File: src/rtl/otter_pipe_ctrl.sv
`default_nettype none
// ============================================================================
// Module      : otter_pipe_ctrl
// Description : Central pipeline sequencer for the 5-stage OTTER core
//               (IF, DE, EX, MEM, WB). Produces per-stage register enables
//               and bubble/flush controls from load-use hazards, EX-resolved
//               control redirects, multi-cycle data-memory accesses and
//               external interrupts. Interrupts are drained through a small
//               RUN/DRAIN/TAKE state machine before o_int_taken is pulsed.
//
// Parameters  : DRAIN_CYC - non-frozen cycles spent draining before the
//                           interrupt is taken (1..15)
//               CNT_W     - width of the saturating stall-cycle counter
//
// Ports       : i_clk, i_rst_n          clock, async active-low reset
//               i_dec_rs1/rs2           source registers of DE instruction
//               i_dec_uses_rs1/rs2      DE instruction reads rs1 / rs2
//               i_exe_rd, i_exe_is_load destination / load flag of EX instr
//               i_exe_redirect          EX resolved a taken control transfer
//               i_mem_access, i_mem_ack MEM load/store and its completion
//               i_intr, i_int_en        level interrupt and mstatus.MIE
//               o_pc_en .. o_mem_wb_en  stage register enables
//               o_flush_de, o_flush_ex  load NOP into IF/DE, DE/EX
//               o_int_taken             one-cycle interrupt-take pulse
//               o_int_busy              sequencer in DRAIN or TAKE
//               o_stall_cnt             saturating stall-cycle count
//
// Revision    : 1.0 - initial release
// ============================================================================
module otter_pipe_ctrl #(
    parameter int DRAIN_CYC = 3,
    parameter int CNT_W     = 16
) (
    input  logic             i_clk,
    input  logic             i_rst_n,
    input  logic [4:0]       i_dec_rs1,
    input  logic [4:0]       i_dec_rs2,
    input  logic             i_dec_uses_rs1,
    input  logic             i_dec_uses_rs2,
    input  logic [4:0]       i_exe_rd,
    input  logic             i_exe_is_load,
    input  logic             i_exe_redirect,
    input  logic             i_mem_access,
    input  logic             i_mem_ack,
    input  logic             i_intr,
    input  logic             i_int_en,
    output logic             o_pc_en,
    output logic             o_if_de_en,
    output logic             o_de_ex_en,
    output logic             o_ex_mem_en,
    output logic             o_mem_wb_en,
    output logic             o_flush_de,
    output logic             o_flush_ex,
    output logic             o_int_taken,
    output logic             o_int_busy,
    output logic [CNT_W-1:0] o_stall_cnt
);

    localparam int         c_DCNT_W   = 4;
    localparam logic [c_DCNT_W-1:0] c_DCNT_LOAD = c_DCNT_W'(DRAIN_CYC - 1);
    localparam logic [CNT_W-1:0]    c_CNT_MAX   = {CNT_W{1'b1}};
    localparam logic [CNT_W-1:0]    c_CNT_ONE   = {{(CNT_W-1){1'b0}}, 1'b1};

    typedef enum logic [1:0] {
        ST_RUN   = 2'd0,
        ST_DRAIN = 2'd1,
        ST_TAKE  = 2'd2
    } state_t;

    state_t                r_state;
    logic [c_DCNT_W-1:0]   r_dcnt;
    logic [CNT_W-1:0]      r_stall_cnt;

    logic w_freeze;
    logic w_luh;
    logic w_stall_evt;

    // A memory access that has not been acknowledged freezes every stage.
    assign w_freeze = i_mem_access & ~i_mem_ack;

    // x0 is never a real dependency, so a load to x0 never stalls.
    assign w_luh = i_exe_is_load & (i_exe_rd != 5'd0) &
                   ((i_dec_uses_rs1 & (i_dec_rs1 == i_exe_rd)) |
                    (i_dec_uses_rs2 & (i_dec_rs2 == i_exe_rd)));

    // Only true bubbles count: a load-use stall that a redirect overrides
    // costs no extra cycle, and DRAIN-time hazards are not stalls of the
    // fetch stream.
    assign w_stall_evt = w_freeze |
                         ((r_state == ST_RUN) & w_luh & ~i_exe_redirect);

    // ------------------------------------------------------------------
    // Combinational stage controls
    // ------------------------------------------------------------------
    always_comb begin
        o_pc_en     = 1'b1;
        o_if_de_en  = 1'b1;
        o_de_ex_en  = 1'b1;
        o_ex_mem_en = 1'b1;
        o_mem_wb_en = 1'b1;
        o_flush_de  = 1'b0;
        o_flush_ex  = 1'b0;
        o_int_taken = 1'b0;
        o_int_busy  = (r_state == ST_DRAIN) | (r_state == ST_TAKE);

        if (!i_rst_n) begin
            // Hold the whole pipe with NOPs in the front latches.
            o_pc_en     = 1'b0;
            o_if_de_en  = 1'b0;
            o_de_ex_en  = 1'b0;
            o_ex_mem_en = 1'b0;
            o_mem_wb_en = 1'b0;
            o_flush_de  = 1'b1;
            o_flush_ex  = 1'b1;
            o_int_busy  = 1'b0;
        end else if (w_freeze) begin
            o_pc_en     = 1'b0;
            o_if_de_en  = 1'b0;
            o_de_ex_en  = 1'b0;
            o_ex_mem_en = 1'b0;
            o_mem_wb_en = 1'b0;
        end else begin
            case (r_state)
                ST_RUN: begin
                    if (i_exe_redirect) begin
                        // Kill the two wrong-path instructions in IF and DE.
                        o_flush_de = 1'b1;
                        o_flush_ex = 1'b1;
                    end else if (w_luh) begin
                        // Hold IF/DE and PC, inject a bubble into EX; the
                        // load moves on so the bubble lasts one cycle.
                        o_pc_en    = 1'b0;
                        o_if_de_en = 1'b0;
                        o_flush_ex = 1'b1;
                    end
                end
                ST_DRAIN: begin
                    // No new work enters DE; PC only moves to capture a
                    // redirect target so it becomes the saved return PC.
                    o_pc_en    = i_exe_redirect;
                    o_flush_de = 1'b1;
                    o_flush_ex = i_exe_redirect | w_luh;
                end
                ST_TAKE: begin
                    o_int_taken = 1'b1;
                    o_flush_de  = 1'b1;
                    o_flush_ex  = 1'b1;
                end
                default: begin
                end
            endcase
        end
    end

    // ------------------------------------------------------------------
    // Sequencer state, drain counter and stall counter
    // ------------------------------------------------------------------
    always_ff @(posedge i_clk or negedge i_rst_n) begin
        if (!i_rst_n) begin
            r_state     <= ST_RUN;
            r_dcnt      <= '0;
            r_stall_cnt <= '0;
        end else begin
            if (w_stall_evt && (r_stall_cnt != c_CNT_MAX)) begin
                r_stall_cnt <= r_stall_cnt + c_CNT_ONE;
            end

            // A frozen cycle holds the sequencer exactly where it is.
            if (!w_freeze) begin
                case (r_state)
                    ST_RUN: begin
                        if (i_intr && i_int_en) begin
                            r_state <= ST_DRAIN;
                            r_dcnt  <= c_DCNT_LOAD;
                        end
                    end
                    ST_DRAIN: begin
                        // Once entered, the drain runs to completion even if
                        // the interrupt request goes away.
                        if (r_dcnt == '0) begin
                            r_state <= ST_TAKE;
                        end else begin
                            r_dcnt <= r_dcnt - 4'd1;
                        end
                    end
                    ST_TAKE: begin
                        r_state <= ST_RUN;
                    end
                    default: begin
                        r_state <= ST_RUN;
                    end
                endcase
            end
        end
    end

    assign o_stall_cnt = r_stall_cnt;

endmodule
`default_nettype wire

File: config.mk
export PLATFORM = sky130hd
export DESIGN_NAME = otter_pipe_ctrl
export DESIGN_NICKNAME = d
export VERILOG_FILES = /design/src/rtl/otter_pipe_ctrl.sv
export SDC_FILE = /design/constraint.sdc
export NUM_CORES = 1
export LEC_CHECK = 0
export ABC_AREA = 0
export CORE_MARGIN = 2
export CORE_UTILIZATION = 47
export CTS_BUF_LIST = sky130_fd_sc_hd__clkbuf_4
export CTS_CLUSTER_SIZE = 25
export DETAILED_ROUTE_END_ITERATION = 6
export GPL_TIMING_DRIVEN = 0
export PLACE_DENSITY_LB_ADDON = 0.25
export SYNTH_ARGS = -nofsm -noshare
export SYNTH_HDL_FRONTEND = slang
export SYNTH_SLANG_ARGS = --single-unit
File: constraint.sdc
create_clock -name i_clk -period 2.36 [get_ports i_clk]
set_clock_uncertainty 0.2 [all_clocks]
set_input_delay 0.472 -clock i_clk [delete_from_list [all_inputs] [get_ports i_clk]]
set_output_delay 0.472 -clock i_clk [all_outputs]
set_load 0.005 [all_outputs]
# Yosys cells after proc, flatten, opt, wreduce, memory -nomap -nowiden
# Cells that the tools add are included.
[totals] register_bits=22 output_inout_bits=25 wordCells=65
[classes] add_sub_neg=2 n_eq_ne=8 mux=29 n_bitwise=14 reduce_logical=9
[ops] cell="2-to-1 mux 1 bit" n=20
[ops] cell="adder 16 x 1 -> 16 bit (second input constant)" n=1
[ops] cell="inequality test 16 bit (second input constant)" n=1
[ops] cell="== test 5 bit" n=2
[ops] cell="2-to-1 mux 4 bit" n=2
[ops] cell="case mux 4 bit (2 select lines)" n=1
[ops] cell="bitwise AND 1 bit" n=7
[ops] cell="nonzero test 5 bit" n=1
[ops] cell="zero test 4 bit" n=1
[ops] cell="2-to-1 mux 2 bit" n=2
[ops] cell="inequality test 2 x 1 -> 1 bit (second input constant)" n=2
[ops] cell="OR 1 bit" n=4
[ops] cell="case mux 1 bit (2 select lines)" n=2
[ops] cell="case mux 2 bit (2 select lines)" n=1
[ops] cell="AND reduction 4 bit" n=1
[ops] cell="subtractor 4 x 1 -> 4 bit (second input constant)" n=1
[ops] cell="inverter 1 bit" n=3
[ops] cell="case mux 1 bit (3 select lines)" n=1
[ops] cell="AND reduction 3 bit" n=1
[ops] cell="== test 2 x 1 -> 1 bit (second input constant)" n=1
[ops] cell="== test 2 bit (second input constant)" n=1
[ops] cell="logical AND 1 bit" n=2
[ops] cell="zero test 2 bit" n=1
[ops] cell="inequality test 2 bit (second input constant)" n=1
[ops] cell="other kinds (2)" n=2

# Logic depth before layout (Yosys ltp)
[logic_depth] depth_word=9 ltp_mapped=9

# Least setup slack after synthesis
# No wires, ideal clock.
[synth_timing] path_kind="input to output" start="input i_exe_rd[1]" end="output o_pc_en" arrival_time_ns=1.647 path_slack_ns=0.041 path_stages=4 path_buffers=0 path_cell_list="or4_4 o211a_1 mux2_2 a21oi_1"
[synth_via] elab_chain_len=9
[synth_lines] item="start, declared" line_no="40" text="input logic [4:0] i_exe_rd,"
[synth_lines] item="== test 5 bit, on equally long branches" line_no="83, 84"
[synth_lines] item="bitwise AND 1 bit, on equally long branches" line_no="83, 84"
[synth_lines] item="OR 1 bit" line_no="83" text="((i_dec_uses_rs1 & (i_dec_rs1 == i_exe_rd)) |"
[synth_lines] item="bitwise AND 1 bit (*)" line_no="82" text="assign w_luh = i_exe_is_load & (i_exe_rd != 5'd0) &"
[synth_lines] item="2-to-1 mux 1 bit (*)" line_no="129" text="end else if (w_luh) begin"
[synth_lines] item="2-to-1 mux 1 bit (*)" line_no="125" text="if (i_exe_redirect) begin"
[synth_lines] item="case mux 1 bit (2 select lines) (*)" line_no="123" text="case (r_state)"
[synth_lines] item="2-to-1 mux 1 bit (*)" line_no="116" text="end else if (w_freeze) begin"
[synth_lines] item="2-to-1 mux 1 bit (*)" line_no="106" text="if (!i_rst_n) begin"
[synth_lines] item="end, declared" line_no="47" text="output logic o_pc_en,"
# Every way passes the cells marked *; elsewhere a longest branch is shown, timed or not.

# Worst setup path in the final report
[layout_timing] start="input i_exe_rd[2]" end="output o_pc_en"
# Same word-level chain as after synthesis.

==> flow_results.xml <==
<?xml version="1.0" encoding="UTF-8"?>
<metrics>
  <group name="die">
    <metric name="die_y" unit="microns">59.2</metric>
    <metric name="dieArea" unit="sq um">3510</metric>
    <metric name="floorplan.io_pins" unit="">50</metric>
    <metric name="fp-row-count" unit="">20</metric>
    <metric name="initial_util" unit="%">48.2</metric>
    <metric name="core-area" unit="sq um">2980</metric>
    <metric name="fp.dieW" unit="microns">59.2</metric>
  </group>
  <group name="routing">
    <metric name="drt-total-wl" unit="microns">3580</metric>
    <metric name="detailedRoute.firstPassIterationCount" unit="">4</metric>
    <metric name="dr.first_iter.drc_count" unit="">53</metric>
    <metric name="post_drt_via_cell_ratio" unit="">5.65</metric>
    <metric name="vias" unit="">1391</metric>
    <metric name="drc" unit="">0</metric>
    <metric name="wl_per_cell" unit="microns">14.6</metric>
    <metric name="antenna_left" unit="">0</metric>
  </group>
  <group name="timing">
    <metric name="final_clock_period_utilization_by_the_worst_path" unit="%">107</metric>
    <metric name="unrepaired_setup_endpoints_after_global_routing" unit="">true</metric>
    <metric name="fin_hold_viols" unit="">0</metric>
    <metric name="finalSetupTns" unit="ns">-0.306</metric>
    <metric name="post-route-min-period" unit="ns">2.52</metric>
    <metric name="drv_slew" unit="">0</metric>
    <metric name="tightestPinTransition" unit="ns">0.983</metric>
    <metric name="finalSetupViolCount" unit="">3</metric>
    <metric name="fmax" unit="MHz">397</metric>
    <metric name="relSlewSlack" unit="%">34.2</metric>
    <metric name="postLayoutSetupSlackWorst" unit="ns">-0.162</metric>
  </group>
  <group name="grt">
    <metric name="antenna_found_initial" unit="">0</metric>
    <metric name="met1_usage" unit="%">24.9</metric>
    <metric name="grt_util_all_layers" unit="%">21.0</metric>
    <metric name="grt-busiest-layer" unit="">met2</metric>
    <metric name="first_global_vias" unit="">1336</metric>
    <metric name="grt_max_degree" unit="">23</metric>
    <metric name="use_met3" unit="%">3.93</metric>
    <metric name="grt_overflow" unit="">0</metric>
    <metric name="grtUsageMet2" unit="%">37.8</metric>
    <metric name="grt_first_pass_wirelength" unit="microns">5680</metric>
  </group>
  <group name="worst_setup_path">
    <metric name="path_max_fanout" unit="">3</metric>
    <metric name="crit_buf_inv" unit="">2</metric>
    <metric name="timing.critical_path.slowest_cell_delay" unit="ns">0.53</metric>
    <metric name="cpLargestDelayFamily" unit="">simple AND/OR/NAND/NOR gates</metric>
    <metric name="endpoint_kind" unit="">output pin</metric>
    <metric name="cp_num_cells" unit="">6</metric>
    <metric name="arrival" unit="ns">1.85</metric>
    <metric name="worst_path_max_delay_cell" unit="">sky130_fd_sc_hd__or4_4</metric>
    <metric name="r2r.worst_path.cells" unit="">7</metric>
    <metric name="crit_path_class" unit="">input pin to output pin</metric>
    <metric name="critPathRequiredTime" unit="ns">1.69</metric>
    <metric name="startpoint_type" unit="">input pin</metric>
    <metric name="worst_path_cell_chain" unit="">buf_8 -&gt; or4_4 -&gt; o211a_4 -&gt; mux2_4 -&gt; a21oi_2 -&gt; buf_2</metric>
  </group>
  <group name="power_and_ir_drop">
    <metric name="power_per_cell_area" unit="nW/um^2">747</metric>
    <metric name="ir_drop" unit="V">0.000528</metric>
    <metric name="fin_total_pwr" unit="W">0.00155</metric>
    <metric name="p_leak" unit="nW">0.965</metric>
  </group>
  <group name="placed_design">
    <metric name="gp_routability_congestion" unit="">0.780</metric>
    <metric name="dpl.cell_count" unit="">236</metric>
    <metric name="buffer_ports.inserted" unit="">49</metric>
    <metric name="dpl_cell_area" unit="sq um">1970</metric>
    <metric name="detailed_place_hpwl" unit="microns">2590</metric>
  </group>
  <group name="hold_path">
    <metric name="min_path_type" unit="">flop to flop</metric>
    <metric name="holdPathStages" unit="">1</metric>
  </group>
  <group name="logic_synthesis">
    <metric name="avgSynthCellArea" unit="sq um">9.31</metric>
    <metric name="post-synth-top-count-cell" unit="">sky130_fd_sc_hd__dfrtp_1</metric>
    <metric name="yosysSeqAreaShare" unit="%">38.4</metric>
    <metric name="async_set_or_reset_flop_fraction_in_the_synthesized_netlist" unit="%">100</metric>
    <metric name="postSynthRegisterBits" unit="">22</metric>
    <metric name="top_reg_cell_synth" unit="">sky130_fd_sc_hd__dfrtp_1</metric>
    <metric name="synth_nets" unit="">186</metric>
    <metric name="synthesis.area" unit="sq um">1430</metric>
    <metric name="synth_top_area_share" unit="%">38.4</metric>
    <metric name="synth.yosys.warnings" unit="">0</metric>
    <metric name="post_synth_num_cell_types" unit="">36</metric>
    <metric name="synth_enable_flop_cells" unit="">0</metric>
    <metric name="syn-instance-count" unit="">154</metric>
    <metric name="netlist.top_cell.by_area" unit="">sky130_fd_sc_hd__dfrtp_1</metric>
    <metric name="synthTopCellsByCount" unit="">sky130_fd_sc_hd__dfrtp_1, sky130_fd_sc_hd__nand2_1, sky130_fd_sc_hd__xnor2_1</metric>
    <metric name="synth.area.top_cells" unit="">sky130_fd_sc_hd__dfrtp_1, sky130_fd_sc_hd__xnor2_1, sky130_fd_sc_hd__ha_1</metric>
  </group>
  <group name="clocking">
    <metric name="cts_clock_pin_slew_for_the_worst_setup_and_hold_paths" unit="ns">0.13</metric>
    <metric name="cts_made_buffers" unit="">3</metric>
    <metric name="cts_tree" unit="">done</metric>
    <metric name="ctsHtreeMaxLevel" unit="">1</metric>
    <metric name="clock-root-buffer" unit="">sky130_fd_sc_hd__clkbuf_4</metric>
    <metric name="cts.path.max_buffers" unit="">2</metric>
    <metric name="worst_skew_pair.late_latency" unit="ns">0.31</metric>
    <metric name="tritoncts_num_sinks" unit="">22</metric>
  </group>
  <group name="run">
    <metric name="number_of_maximum_capacitance_constraint_violations" unit="">0</metric>
  </group>
  <group name="layout">
    <metric name="final-instance-count-excl-fill" unit="">246</metric>
    <metric name="insertedDiodeCount" unit="">0</metric>
    <metric name="post_route_cells_drive_above_1_share" unit="%">18.8</metric>
    <metric name="area_delta_synth_final" unit="%">45.2</metric>
    <metric name="finish.instance_area" unit="sq um">2080</metric>
    <metric name="finish.net_count" unit="">246</metric>
  </group>
  <group name="status">
    <metric name="run_status" unit="">finished with violations</metric>
    <metric name="violations" unit="">negative setup slack</metric>
  </group>
</metrics>
==> flip-flops by register name, indices dropped and copies added (netlist names) <==
signal,count
r_state,2
r_dcnt,4
o_stall_cnt,16
==> worst reg2reg max path, stage by stage, from the launching register on <==
cell and delay (ns):
sky130_fd_sc_hd__dfrtp_1 0.42, sky130_fd_sc_hd__ha_1 0.20, sky130_fd_sc_hd__nand3_2 0.13, sky130_fd_sc_hd__nor4_4 0.30, sky130_fd_sc_hd__a31oi_1 0.15, sky130_fd_sc_hd__a21oi_2 0.20, sky130_fd_sc_hd__buf_6 0.17, sky130_fd_sc_hd__mux2_1 0.32
==> through the flow <==
step	worst slack (ns)	hold WS [ns]	utilization [%]
final	-0.162	0.318	69.9
after global routing	-0.205	0.326	69.9
after CTS	-0.173	0.318	68.6
after detailed placement	-1.09	0.296	66.0
after global placement	-1.02	0.274	66.0
after floorplan	0.0406	-0.0236	-
==> placed cells by master (no fill, tap or decap), types with 2 or more instances in the layout <==
master,netlist,layout
sky130_fd_sc_hd__nand2_1,18,17
sky130_fd_sc_hd__ha_1,7,6
sky130_fd_sc_hd__dfrtp_1,22,21
sky130_fd_sc_hd__a21oi_2,1,2
sky130_fd_sc_hd__o21ai_0,5,5
sky130_fd_sc_hd__inv_2,0,2
sky130_fd_sc_hd__clkbuf_4,0,3
sky130_fd_sc_hd__xor2_1,8,8
sky130_fd_sc_hd__a31oi_1,5,5
sky130_fd_sc_hd__nor3_1,6,6
sky130_fd_sc_hd__clkdlybuf4s50_1,0,26
sky130_fd_sc_hd__a21oi_1,8,7
sky130_fd_sc_hd__dlygate4sd2_1,0,9
sky130_fd_sc_hd__and3_1,6,6
sky130_fd_sc_hd__inv_1,9,7
sky130_fd_sc_hd__nor2_1,5,5
sky130_fd_sc_hd__buf_4,2,9
sky130_fd_sc_hd__buf_6,1,2
sky130_fd_sc_hd__nand4_1,5,5
sky130_fd_sc_hd__xnor2_1,16,15
sky130_fd_sc_hd__clkdlybuf4s15_1,0,4
sky130_fd_sc_hd__nand3_1,6,5
sky130_fd_sc_hd__nor2b_1,4,3
sky130_fd_sc_hd__buf_2,0,5
==> where the power goes <==
| group | switching [W] | leakage (nW) | internal, W |
|---|---|---|---|
| clock | 0.000112 | 0.0154 | 0.0000617 |
| combinational | 0.000363 | 0.670 | 0.000427 |
| sequential | 0.000112 | 0.280 | 0.000479 |
| total | 0.000587 | 0.965 | 0.000967 |
==> what timing repair did <==
action,4_1_cts,5_1_grt
hold buffers,1,0
setup endpoints to repair,18,6
setup buffers,5,1
hold endpoints to repair,22,0
gates resized for setup,65,11
pin swaps,17,10
==> routing by layer <==
| layer | vias to the layer above | routed length [microns] |
|---|---|---|
| li1 | 658 | - |
| met1 | 680 | 1490 |
| met2 | 49 | 1870 |
| met3 | 4 | 202 |
| met4 | 0 | 18 |
| met5 | - | 0 |
==> final timing paths <==
path                                             start                          end  slack (ns)
min                        o_stall_cnt[10]$_DFFE_PN0P_  o_stall_cnt[10]$_DFFE_PN0P_        0.32
min in group asynchronous                      i_rst_n  o_stall_cnt[13]$_DFFE_PN0P_        0.70
max                                        i_exe_rd[2]                      o_pc_en       -0.16
min reg2reg                o_stall_cnt[10]$_DFFE_PN0P_  o_stall_cnt[10]$_DFFE_PN0P_        0.32
max reg2reg                 o_stall_cnt[0]$_DFFE_PN0P_   o_stall_cnt[1]$_DFFE_PN0P_        0.18
max in group asynchronous                      i_rst_n       r_state[1]$_DFFE_PN0P_        0.59
==> area by class of cell <==
type	instances	area, sq um
Clock inverter	1	3.75
Sequential cell	22	552
Tap cell	33	41.3
Fill cell	234	896
Buffer	3	26.3
Inverter	9	33.8
Multi-Input combinational cell	119	892
Clock buffer	3	22.5
Timing Repair Buffer	56	510
==> cells by family after synthesis <==
logic type / after synthesis / share of synthesized area, %
buf+inv: 13 / 4.45
xor+xnor: 24 / 14.7
compound gates: 27 / 12.2
fa+ha+maj: 7 / 6.11
simple gates: 58 / 21.8
mux: 3 / 2.36
flops: 22 / 38.4
(Power assumes the default switching activity.)
